`config.mk`:
```
export PLATFORM = sky130hd
export DESIGN_NAME = modulo_n_down_counter
export DESIGN_NICKNAME = d
export VERILOG_FILES = /design/src/rtl/modulo_n_down_counter.sv
export SDC_FILE = /design/constraint.sdc
export NUM_CORES = 1
export LEC_CHECK = 0
export BUFFER_PORTS_ARGS = -buffer_cell sky130_fd_sc_hd__clkbuf_2
export CAP_MARGIN = 20
export CORE_AREA = 10 10 47 49
export CTS_CLUSTER_SIZE = 24
export DETAILED_ROUTE_END_ITERATION = 7
export DIE_AREA = 0 0 57 59
export PLACE_DENSITY_LB_ADDON = 0.1
export SLEW_MARGIN = 10
export SYNTH_ARGS = -nofsm -noshare
export SYNTH_HDL_FRONTEND = slang
export SYNTH_SLANG_ARGS = --single-unit
```
`constraint.sdc`:
```
create_clock -name clock -period 2.25 [get_ports clock]
set_input_delay 0.3375 -clock clock [delete_from_list [all_inputs] [get_ports clock]]
set_output_delay 0.3375 -clock clock [all_outputs]
set_load 0.02 [all_outputs]
```
`src/rtl/modulo_n_down_counter.sv`:
```
// Modulo-COUNT down counter with parallel load, enable, zero flag and registered tc pulse.
// Define MODULO_N_DOWN_ONESHOT_EN to halt at zero instead of wrapping.
module modulo_n_down_counter #(
  parameter int N     = 4,
  parameter int COUNT = 16
) (
  input  logic         clock,
  input  logic         clear,
  input  logic         enable,
  input  logic         load,
  input  logic [N-1:0] load_value,
  output logic [N-1:0] q,
  output logic [N-1:0] q_bar,
  output logic         zero,
  output logic         tc
);

  localparam logic [N-1:0] TOP = N'(COUNT - 1);
  localparam logic [N-1:0] ONE = N'(1);

  generate
    if (COUNT < 2 || longint'(COUNT) > (64'd1 << N)) begin : g_bad_count
      $error("modulo_n_down_counter: COUNT must satisfy 2 <= COUNT <= 2**N");
    end
  endgenerate

  logic [N-1:0] q_q, q_d;
  logic         tc_q, tc_d;

  // Load beats enable; loads above the modulus clamp to the top count.
  always_comb begin
    q_d  = q_q;
    tc_d = 1'b0;
    if (load) begin
      q_d = (load_value > TOP) ? TOP : load_value;
    end else if (enable) begin
      if (q_q == '0) begin
`ifdef MODULO_N_DOWN_ONESHOT_EN
        q_d = '0;
`else
        q_d  = TOP;
        tc_d = 1'b1;
`endif
      end else begin
        q_d = q_q - ONE;
`ifdef MODULO_N_DOWN_ONESHOT_EN
        tc_d = (q_q == ONE);
`endif
      end
    end
  end

  always_ff @(posedge clock) begin
    if (clear) begin
      q_q  <= TOP;
      tc_q <= 1'b0;
    end else begin
      q_q  <= q_d;
      tc_q <= tc_d;
    end
  end

  assign q     = q_q;
  assign q_bar = ~q_q;
  assign zero  = (q_q == '0);
  assign tc    = tc_q;

endmodule

```
==> results of run 1 <==
path summary, 6_finish.rpt:
check         end  slack [ps]
max          zero         390
min          q[1]         300
max reg2reg  q[0]         780
min reg2reg  q[0]         570
kinds of logic (layout without fill, tap and decap cells):
group                    count (synthesis)  in the layout  share of synthesized area, %
AO/OA/AOI/OAI                            8              8                          23.0
adder cells (fa/ha/maj)                  1              1                          4.18
buffers and inverters                    6             26                          7.95
flip-flops                               5              5                          33.5
AND/OR/NAND/NOR                         13             13                          31.4
power breakdown:
| part | switching, uW | internal, uW | total, uW |
|---|---|---|---|
| Clock | 38.2 | 67.2 | 105 |
| Combinational | 35.2 | 23.6 | 58.9 |
| Sequential | 6.79 | 94.4 | 101 |
stage by stage:
step / power [uW] / setup slack [ps]
global route: 290 / 293
finish: 265 / 392
global placement: 164 / 620
detailed placement: 164 / 636
floorplan: 139 / 526
CTS: 274 / 369
synth_stat cells (all sizes together):
master,n
or3b,1
o41ai,1
nor2b,1
and2b,1
ha,1
o21bai,1
a211oi,1
a221o,1
nor2,5
nor3,1
a21o,1
buf,1
a211o,1
a21oi,2
nor4b,1
and3,1
inv,5
nand3,2
dfxtp,5
area by class of cell:
cell class / instances / area [um^2]
clock buffer: 4 / 26.3
fill: 169 / 976
inverter: 5 / 18.8
multi-input combinational: 22 / 175
sequential: 5 / 100
tap: 16 / 20.0
timing repair buffer: 17 / 85.1
flip-flops by register name, summed over array words and instances, names as in the netlist:
name	count
q	4
tc	1
metal layers:
metal | wire length (um) | GRT usage [%] | part of all wire (%) | vias up
li1 | - | - | - | 157
met1 | 353 | 5.14 | 42 | 124
met2 | 355 | 8.37 | 42 | 12
met3 | 128 | 5.79 | 15 | 2
met4 | 4 | 2.01 | 0.48 | 0
met5 | 0 | 0 | 0 | -
==> summary.txt, run 1 <==
Worst setup path
  – Critical path data required time: 1910 ps
  – CP max stage delay: 430 ps
  – Startpoint types: flop
  – Worst EP arrival: 1520 ps
  – Worst Setup SP: q[0]
  – R2R depth: 5
  – Max Fanout on Critical Path: 5
  – Crit Path Category: reg2out
  – Crit. path cell count: 5
  – Crit path top cell by count: inv_1
  – Cell with the largest stage delay on the worst path: or3b_4
  – Worst path bufs/invs: 3
  – Delay-heaviest family, CP: simple AND/OR/NAND/NOR gates
  – Critical-path cell list: inv_1 -> ha_1 -> or3b_4 -> inv_1 -> clkbuf_2
  – Critical R2R Launch: q[0]
  – CP Capture Type: primary output

Timing
  – Setup TNS: 0 ps
  – Worst-Margin Slew: 218 ps
  – Final Hold Vio Count: 0
  – Peak Freq: 0.538 GHz
  – Final cycle utilization of the critical path: 82.6%
  – Max Slew Vio Count: 0
  – Hold WS: 300 ps
  – Unrepaired setup endpoints after global routing: no
  – Final setup violating endpoints: 0
  – Clock period minus worst slack: 1860 ps
  – Relative slew slack: 85.4%
  – Final clock skew: 4.17 ps

Floorplan
  – Die height: 59 um
  – Die Width: 57 um
  – Initial core utilization: 21.3%
  – # rows: 14
  – Boundary Pins: 18
  – Core outline area: 1400 um^2
  – Die area: 3360 um^2

Routing
  – Antenna Nets Post-Route: 0
  – Vias/cell: 4.28
  – DR iter-0 viols: 1
  – Total number of vias: 295
  – DR DRC count: 0
  – Initial DRT Pass Iterations: 3
  – WL/cell: 12.2 um
  – Final wirelength: 842 um

Logic synthesis
  – Post-synthesis sequential area ratio: 33.5%
  – YS warnings: 0
  – Synth top area cells: dfxtp_1 (33%), nor4b_4 (7.9%), inv_1 (6.3%)
  – Yosys top cell area share: 33.5%
  – Mapped Nets: 42
  – Synth Cell Area: 299 um^2
  – Mapped Cells: 33
  – Register bit total from synthesis: 5
  – Count of unique library cells instantiated by Yosys: 20
  – Syn_area_per_cell: 9.06 um^2
  – Synth area leader: dfxtp_1

Final layout
  – Layout cells sized above 1: 47.2%
  – Non-filler cells, final: 69
  – N_diodes: 0
  – Final core occ: 30.4%
  – Nets: 63
  – Post-route cell area: 425 um^2
  – Commonest cells after routing, fill and taps aside: clkbuf_2 (17), inv_1 (5), nor2_1 (5), dfxtp_1 (5), clkbuf_4 (3)
  – Commonest non-fill, non-tap cell in the layout: clkbuf_2
  – P&R area growth vs syn: 42.3%

Clock tree
  – CTS root buf: clkbuf_4
  – Total of hold buffers inserted after clock tree synthesis: 0
  – Max Root-Sink Buffers: 2
  – CTS tree: done
  – CTS Sinks: 5
  – Setup Fix Bufs, Post-CTS: 0
  – Post-cts resize count: 0
  – CTS buffer count: 3
  – H-tree depth: 1
  – Clock Latency Late Sink: 240 ps
  – Clock-pin slew on the worst setup and hold paths: 50 ps

Power and ir drop
  – Peak supply drop: 0.000186 V
  – Lkg Pwr: 0.000246 uW
  – PwrDens: 624 nW/um^2

Global route
  – Grt ovf: 0
  – Total GRT Usage: 5.63%
  – Pin count of the biggest net entering global routing: 10
  – Vias in the first global route: 337
  – Initial antenna violation count: 0
  – First-pass GRT wire length: 1460 um

Flow run
  – MaxCap Viol Count: 0

Placed design
  – Placed cell count: 65
  – Hpwl dp: 721 um
  – PortBufs: 17
  – Post-place instance area: 399 um^2
  – Placer congestion estimate: 0.640

Outcome
  – Status: completed

Min path
  – HP Class: in2reg
  – Hold path depth: 2
  – HP Start: load_value[1]
Power figures use the tool's default switching activity.
==> inputs of run 2 (changes only) <==
--- a/config.mk
+++ b/config.mk
@@ -5,6 +5,7 @@
 export SDC_FILE = /design/constraint.sdc
 export NUM_CORES = 1
 export LEC_CHECK = 0
+export ABC_AREA = 1
 export BUFFER_PORTS_ARGS = -buffer_cell sky130_fd_sc_hd__clkbuf_2
 export CAP_MARGIN = 20
 export CORE_AREA = 10 10 47 49
==> constraint.sdc (replaced) <==
create_clock -name clock -period 1.7 [get_ports clock]
set_input_delay 0.255 -clock clock [delete_from_list [all_inputs] [get_ports clock]]
set_output_delay 0.255 -clock clock [all_outputs]
set_load 0.02 [all_outputs]
==> run 2 against run 1 <==
Register-to-register slack worse by 230 ps. Clock power up 36%. Largest power group unchanged. Hold slack worse by 56 ps. Sequential share of layout area up 0.57 points. Die area unchanged. Combinational power up 44%. Count of clock-buffer cells in the layout unchanged. Non-clock buffer count unchanged. First-iteration DRC count up 100%.
==> summary.txt, run 2 <==
Logic synthesis
  – Post-synthesis mux area share: 0% (unchanged)
  – Register bit total from synthesis: 5 (unchanged)
  – Synth top area cells: dfxtp_1 (35%), nand2_1 (16%), a21oi_1 (8.8%) (was dfxtp_1 (33%), nor4b_4 (7.9%), inv_1 (6.3%))
  – Post-Synth Adder-Cell Area: 4.41% (was 4.18%)
  – Synth area leader: dfxtp_1 (unchanged)
  – Mapped Cells: 42 (was 33)
  – Syn_area_per_cell: 6.76 um^2 (was 9.06 um^2)
  – Synth Area in Simple Gates: 36.1% (was 31.4%)
  – Asr flop ratio synth: 0% (unchanged)
  – EDFF count, synth: 0 (unchanged)
  – Largest family of logic cells by synthesized area: simple AND/OR/NAND/NOR gates (unchanged)
  – YS warnings: 0 (unchanged)
  – Synth Cell Area: 284 um^2 (was 299 um^2)
  – Most common cell in the netlist: nand2_1
  – Post-synthesis compound-gate area fraction: 11.9% (was 23.0%)
  – Post-synthesis xor/xnor area fraction: 3.08% (was 0%)
  – Yosys top cell area share: 35.2% (was 33.5%)
  – Count of unique library cells instantiated by Yosys: 14 (was 20)
  – Post-synth top flop: dfxtp_1 (unchanged)
  – Top cells by count, synth: nand2_1 (12), inv_1 (6), a21oi_1 (5), dfxtp_1 (5), nand3_1 (4) (was dfxtp_1 (5), inv_1 (5), nor2_1 (5))
  – Mapped Nets: 51 (was 42)
  – Post-synthesis sequential area ratio: 35.2% (was 33.5%)

Global route
  – First-pass GRT wire length: 1460 um (unchanged)
  – Grt ovf: 0 (unchanged)
  – Vias in the first global route: 353 (was 337)
  – Total GRT Usage: 5.55% (was 5.63%)
  – Initial antenna violation count: 0 (unchanged)
  – Pin count of the biggest net entering global routing: 7 (was 10)

Final layout
  – Post-route cell area: 415 um^2 (was 425 um^2)
  – P&R area growth vs syn: 46.3% (was 42.3%)
  – Commonest cells after routing, fill and taps aside: clkbuf_2 (17), nand2_1 (12), inv_1 (6) (was clkbuf_2 (17), inv_1 (5), nor2_1 (5), dfxtp_1 (5), clkbuf_4 (3))
  – Layout cells sized above 1: 39.7% (was 47.2%)
  – Largest register FFs: 4 (unchanged)
  – N_diodes: 0 (unchanged)
  – Commonest non-fill, non-tap cell in the layout: clkbuf_2 (unchanged)
  – Non-filler cells, final: 79 (was 69)
  – Nets: 73 (was 63)

Worst setup path
  – Startpoint types: flop (unchanged)
  – Crit Path Category: reg2out (unchanged)
  – FF-to-FF End: q[3] (was q[0])
  – R2R depth: 6 (was 5)
  – Reg2reg setup slack: 550 ps (was 780 ps)
  – Critical R2R Launch: q[0] (unchanged)
  – Worst EP arrival: 1330 ps (was 1520 ps)
  – CP Capture Type: primary output (unchanged)
  – Max Fanout on Critical Path: 5 (unchanged)
  – Critical path data required time: 1440 ps (was 1910 ps)

Routing
  – Antenna Nets Post-Route: 0 (unchanged)
  – Total number of vias: 331 (was 295)
  – DR iter-0 viols: 2 (was 1)
  – Final wirelength: 890 um (was 842 um)
  – Initial DRT Pass Iterations: 3 (unchanged)
  – DR DRC count: 0 (unchanged)
  – Vias/cell: 4.19 (was 4.28)
  – WL/cell: 11.3 um (was 12.2 um)

Floorplan
  – Die area: 3360 um^2 (unchanged)
  – Boundary Pins: 18 (unchanged)
  – Initial core utilization: 20.3% (was 21.3%)
  – Core outline area: 1400 um^2 (unchanged)
  – Die height: 59 um (unchanged)
  – # rows: 14 (unchanged)
  – Die Width: 57 um (unchanged)

Placed design
  – Placer congestion estimate: 0.671 (was 0.640)
  – Post-place instance area: 389 um^2 (was 399 um^2)
  – PortBufs: 17 (unchanged)
  – Hpwl dp: 760 um (was 721 um)
  – Placed cell count: 75 (was 65)

Timing
  – Unrepaired setup endpoints after global routing: no (unchanged)
  – Final cycle utilization of the critical path: 93.0%
  – Max Slew Vio Count: 0 (unchanged)
  – Relative slew slack: 80.7% (was 85.4%)
  – Final Hold Vio Count: 0 (unchanged)
  – Final clock skew: 1.33 ps (was 4.17 ps)
  – Setup TNS: 0 ps (unchanged)
  – Peak Freq: 0.633 GHz
  – Worst-Margin Slew: 288 ps (was 218 ps)
  – Final setup violating endpoints: 0 (unchanged)
  – Clock period minus worst slack: 1580 ps

Outcome
  – Status: completed (unchanged)

Power and ir drop
  – Lkg Pwr: 0.000238 uW (was 0.000246 uW)
  – PwrDens: 876 nW/um^2 (was 624 nW/um^2)
  – Peak supply drop: 0.000299 V (was 0.000186 V)

Min path
  – HP Class: in2reg (unchanged)
  – Hold endpoint: q[1] (unchanged)
  – HP Start: load_value[1] (unchanged)
  – Hold path depth: 3 (was 2)

Clock tree
  – Clock-pin slew on the worst setup and hold paths: 50 ps (about the same)
  – CTS tree: done (unchanged)
  – Total of hold buffers inserted after clock tree synthesis: 0 (unchanged)
  – Max Root-Sink Buffers: 2 (unchanged)
  – CTS Sinks: 5 (unchanged)
  – Setup Fix Bufs, Post-CTS: 0 (unchanged)
  – CTS root buf: clkbuf_4 (unchanged)
  – Clock Latency Late Sink: 240 ps (about the same)
  – Post-cts resize count: 0 (unchanged)
  – H-tree depth: 1 (unchanged)
  – CTS buffer count: 3 (unchanged)

Flow run
  – MaxCap Viol Count: 0 (unchanged)
[run 2: logic make-up (layout without fill, tap and decap cells)]
logic type | after synthesis | count (layout)
and+or+nand+nor | 22 | 22
xor gates and xnor gates | 1 | 1
buffers and inverters | 7 | 28
AOI/OAI and AO/OA | 6 | 6
DFF | 5 | 5
adders and majority gates | 1 | 1
[run 2: cell type report]
class,instances,area (um^2)
clock buffer,4,26.3
fill,172,986
inverter,7,26.3
multi-input combinational,30,158
sequential,5,100
tap,16,20.0
timing repair buffer,17,85.1
[run 2: how the worst max path moves through the flow]
stage / start / to
finish: q[0] / zero
global route: q[0] / zero
CTS: q[0] / zero
detailed placement: q[0] / zero
global placement: q[0] / zero
floorplan: q[0] / zero
[run 2: power by group]
group          switching, uW  total, uW  leakage (uW)  internal, uW
sequential              10.3        136     0.0000415           126
combinational           54.7       84.7      0.000182          30.0
clock                   54.0        143     0.0000150          89.1
total                    119        364      0.000238           245
[run 2: metal layers]
layer | vias up | GRT usage, % | wire [um]
met5 | - | 0 | 0
met4 | 0 | 3.02 | 5
met3 | 2 | 3.43 | 79
met2 | 14 | 8.37 | 356
met1 | 141 | 5.86 | 450
li1 | 174 | - | -
[run 2: critical path: stages (launching register included)]
cell      delay (ps)
dfxtp_1          310
inv_1            150
ha_1             240
nand2_2           80
nor2_4           110
clkbuf_2         180
[run 2: metrics by stage]
| step | power, uW | setup slack [ps] | util (%) | hold slack [ps] |
|---|---|---|---|---|
| after floorplan | 190 | 332 | - | 366 |
| after global placement | 226 | 397 | 27.8 | 472 |
| after detailed placement | 225 | 372 | 27.8 | 488 |
| after CTS | 371 | 100 | 29.6 | 247 |
| after global routing | 389 | 23.0 | 29.6 | 254 |
| final | 364 | 119 | 29.6 | 244 |
==> inputs of run 3 (changes only) <==
--- a/config.mk
+++ b/config.mk
@@ -8,10 +8,10 @@
 export ABC_AREA = 1
 export BUFFER_PORTS_ARGS = -buffer_cell sky130_fd_sc_hd__clkbuf_2
 export CAP_MARGIN = 20
-export CORE_AREA = 10 10 47 49
+export CORE_AREA = 4 4 41 43
 export CTS_CLUSTER_SIZE = 24
 export DETAILED_ROUTE_END_ITERATION = 7
-export DIE_AREA = 0 0 57 59
+export DIE_AREA = 0 0 45 47
 export PLACE_DENSITY_LB_ADDON = 0.1
 export SLEW_MARGIN = 10
 export SYNTH_ARGS = -nofsm -noshare
==> run 3 against run 2 <==
Maximum frequency up 0.35%. Clock skew about the same. Count of clock-buffer cells in the layout unchanged. Hold slack worse by 3.1 ps. Wire length down 21%. Register-to-register slack about the same. Global-route usage up 2.7 points. Final area down 0.30%. Sequential power about the same. Clock power down 3%. Cell count down 1.3%. Largest cell class unchanged.
==> summary.txt, run 3 (synthesis gave the netlist of run 2 again) <==
Timing
  – Peak Freq: 0.635 GHz (was 0.633 GHz)
  – Final clock skew: 1.43 ps (was 1.33 ps)
  – Final setup violating endpoints: 0 (unchanged)
  – Setup TNS: 0 ps (unchanged)
  – Clock period minus worst slack: 1580 ps (about the same)
  – Unrepaired setup endpoints after global routing: no (unchanged)
  – Final cycle utilization of the critical path: 92.6% (was 93.0%)
  – Relative slew slack: 81.3% (was 80.7%)
  – Worst-Margin Slew: 280 ps (was 288 ps)
  – Final Hold Vio Count: 0 (unchanged)
  – Max Slew Vio Count: 0 (unchanged)

Floorplan
  – Die Width: 45 um (was 57 um)
  – Die height: 47 um (was 59 um)
  – Die area: 2120 um^2 (was 3360 um^2)
  – Core outline area: 1300 um^2 (was 1400 um^2)
  – Boundary Pins: 18 (unchanged)
  – Initial core utilization: 21.8% (was 20.3%)
  – # rows: 13 (was 14)

Routing
  – Total number of vias: 334 (was 331)
  – DR iter-0 viols: 10 (was 2)
  – DR DRC count: 0 (unchanged)
  – Antenna Nets Post-Route: 0 (unchanged)
  – Top Layer Used: met4 (unchanged)
  – Initial DRT Pass Iterations: 4 (was 3)
  – Metal-1 WL: 343 um (was 450 um)
  – WL/cell: 8.96 um (was 11.3 um)
  – Vias/cell: 4.28 (was 4.19)
  – WL met2: 242 um (was 356 um)
  – DR WL met3: 80 um (was 79 um)
  – Final wirelength: 699 um (was 890 um)

Worst setup path
  – CP Capture Type: primary output (unchanged)
  – Worst Setup SP: q[0] (unchanged)
  – Reg2reg setup slack: 550 ps (about the same)
  – Critical Path End: zero (unchanged)
  – Critical path data required time: 1440 ps (about the same)
  – Startpoint types: flop (unchanged)
  – Max Fanout on Critical Path: 5 (unchanged)
  – Critical R2R Launch: q[0] (unchanged)
  – Crit Path Category: reg2out (unchanged)
  – FF-to-FF End: q[3] (unchanged)
  – Worst EP arrival: 1320 ps (was 1330 ps)
  – R2R depth: 6 (unchanged)

Final layout
  – Largest register FFs: 4 (unchanged)
  – Nets: 73 (unchanged)
  – P&R area growth vs syn: 45.8% (was 46.3%)
  – Commonest non-fill, non-tap cell in the layout: clkbuf_2 (unchanged)
  – Layout cells sized above 1: 39.7% (unchanged)
  – N_diodes: 0 (unchanged)
  – Commonest cells after routing, fill and taps aside: clkbuf_2 (17), nand2_1 (12), inv_1 (6) (unchanged)
  – Non-filler cells, final: 78 (was 79)

Global route
  – Initial antenna violation count: 0 (unchanged)
  – Pin count of the biggest net entering global routing: 7 (unchanged)
  – First-pass GRT wire length: 1180 um (was 1460 um)
  – Total GRT Usage: 8.21% (was 5.55%)
  – Grt ovf: 0 (unchanged)
  – Vias in the first global route: 312 (was 353)

Clock tree
  – Clock Latency Late Sink: 240 ps (about the same)
  – Setup Fix Bufs, Post-CTS: 0 (unchanged)
  – CTS buffer count: 3 (unchanged)
  – Total of hold buffers inserted after clock tree synthesis: 0 (unchanged)
  – CTS Sinks: 5 (unchanged)
  – CTS tree: done (unchanged)
  – CTS root buf: clkbuf_4 (unchanged)
  – H-tree depth: 1 (unchanged)
  – Post-cts resize count: 0 (unchanged)
  – Clock-pin slew on the worst setup and hold paths: 40 ps (was 50 ps)
  – Max Root-Sink Buffers: 2 (unchanged)

Placed design
  – Placed cell count: 74 (was 75)
  – PortBufs: 17 (unchanged)
  – Placer congestion estimate: 0.664 (was 0.671)
  – Hpwl dp: 610 um (was 760 um)

Flow run
  – MaxCap Viol Count: 0 (unchanged)

Min path
  – HP Class: in2reg (unchanged)

Power and ir drop
  – Lkg Pwr: 0.000238 uW (unchanged)
  – Final Power: 358 uW (was 364 uW)
  – Peak supply drop: 0.000261 V (was 0.000299 V)
  – PwrDens: 864 nW/um^2 (was 876 nW/um^2)

Outcome
  – Status: completed (unchanged)
-- run 3: cell counts in the layout (fill, tap and decap cells not counted) --
No cell type changed its count.
-- run 3: how the worst min path moves through the flow --
stage,slack (ps),cells past startpoint,to,from
6_report,240,3,q[1],load_value[1]
5_1_grt,250,3,q[1],load_value[1]
4_1_cts,240,3,q[1],load_value[1]
3_5_place_dp,480,2,q[0],q[0]
3_3_place_gp,470,2,q[0],q[0]
2_1_floorplan,370,2,q[1],clear
-- run 3: cell type report --
class                   instances  area, um^2
multi-input cells              30         158
inverters                       7        26.3
fillers                       152         887
well taps                      15        18.8
clock buffers                   4        26.3
flip-flops and latches          5         100
repair buffers                 17        85.1
-- run 3: layer usage --
metal	vias up	global-route usage (%)
met5	-	0
met2	18	10.5
li1	175	-
met1	136	10.4
met3	5	2.30
met4	0	8.77
-- run 3: through the flow --
| stage | cell area, um^2 | util, % | setup WS, ps | hold WS, ps |
|---|---|---|---|---|
| 2_1_floorplan | 284 | - | 332 | 366 |
| 3_3_place_gp | 388 | 29.8 | 414 | 468 |
| 3_5_place_dp | 388 | 29.8 | 372 | 481 |
| 4_1_cts | 414 | 31.8 | 110 | 238 |
| 5_1_grt | 414 | 31.8 | 43.6 | 254 |
| 6_report | 414 | 31.8 | 125 | 241 |
-- run 3: report_power, final --
part	switching (uW)	internal (uW)	leakage [uW]
sequential	9.96	126	0.0000415
combinational	52.9	29.9	0.000182
clock	50.5	88.9	0.0000150
total	113	245	0.000238
-- run 3: critical path, stage by stage, from the launching register on --
cell	delay (ps)
dfxtp_1	310
inv_1	150
ha_1	240
nand2_2	80
nor2_4	110
clkbuf_2	180
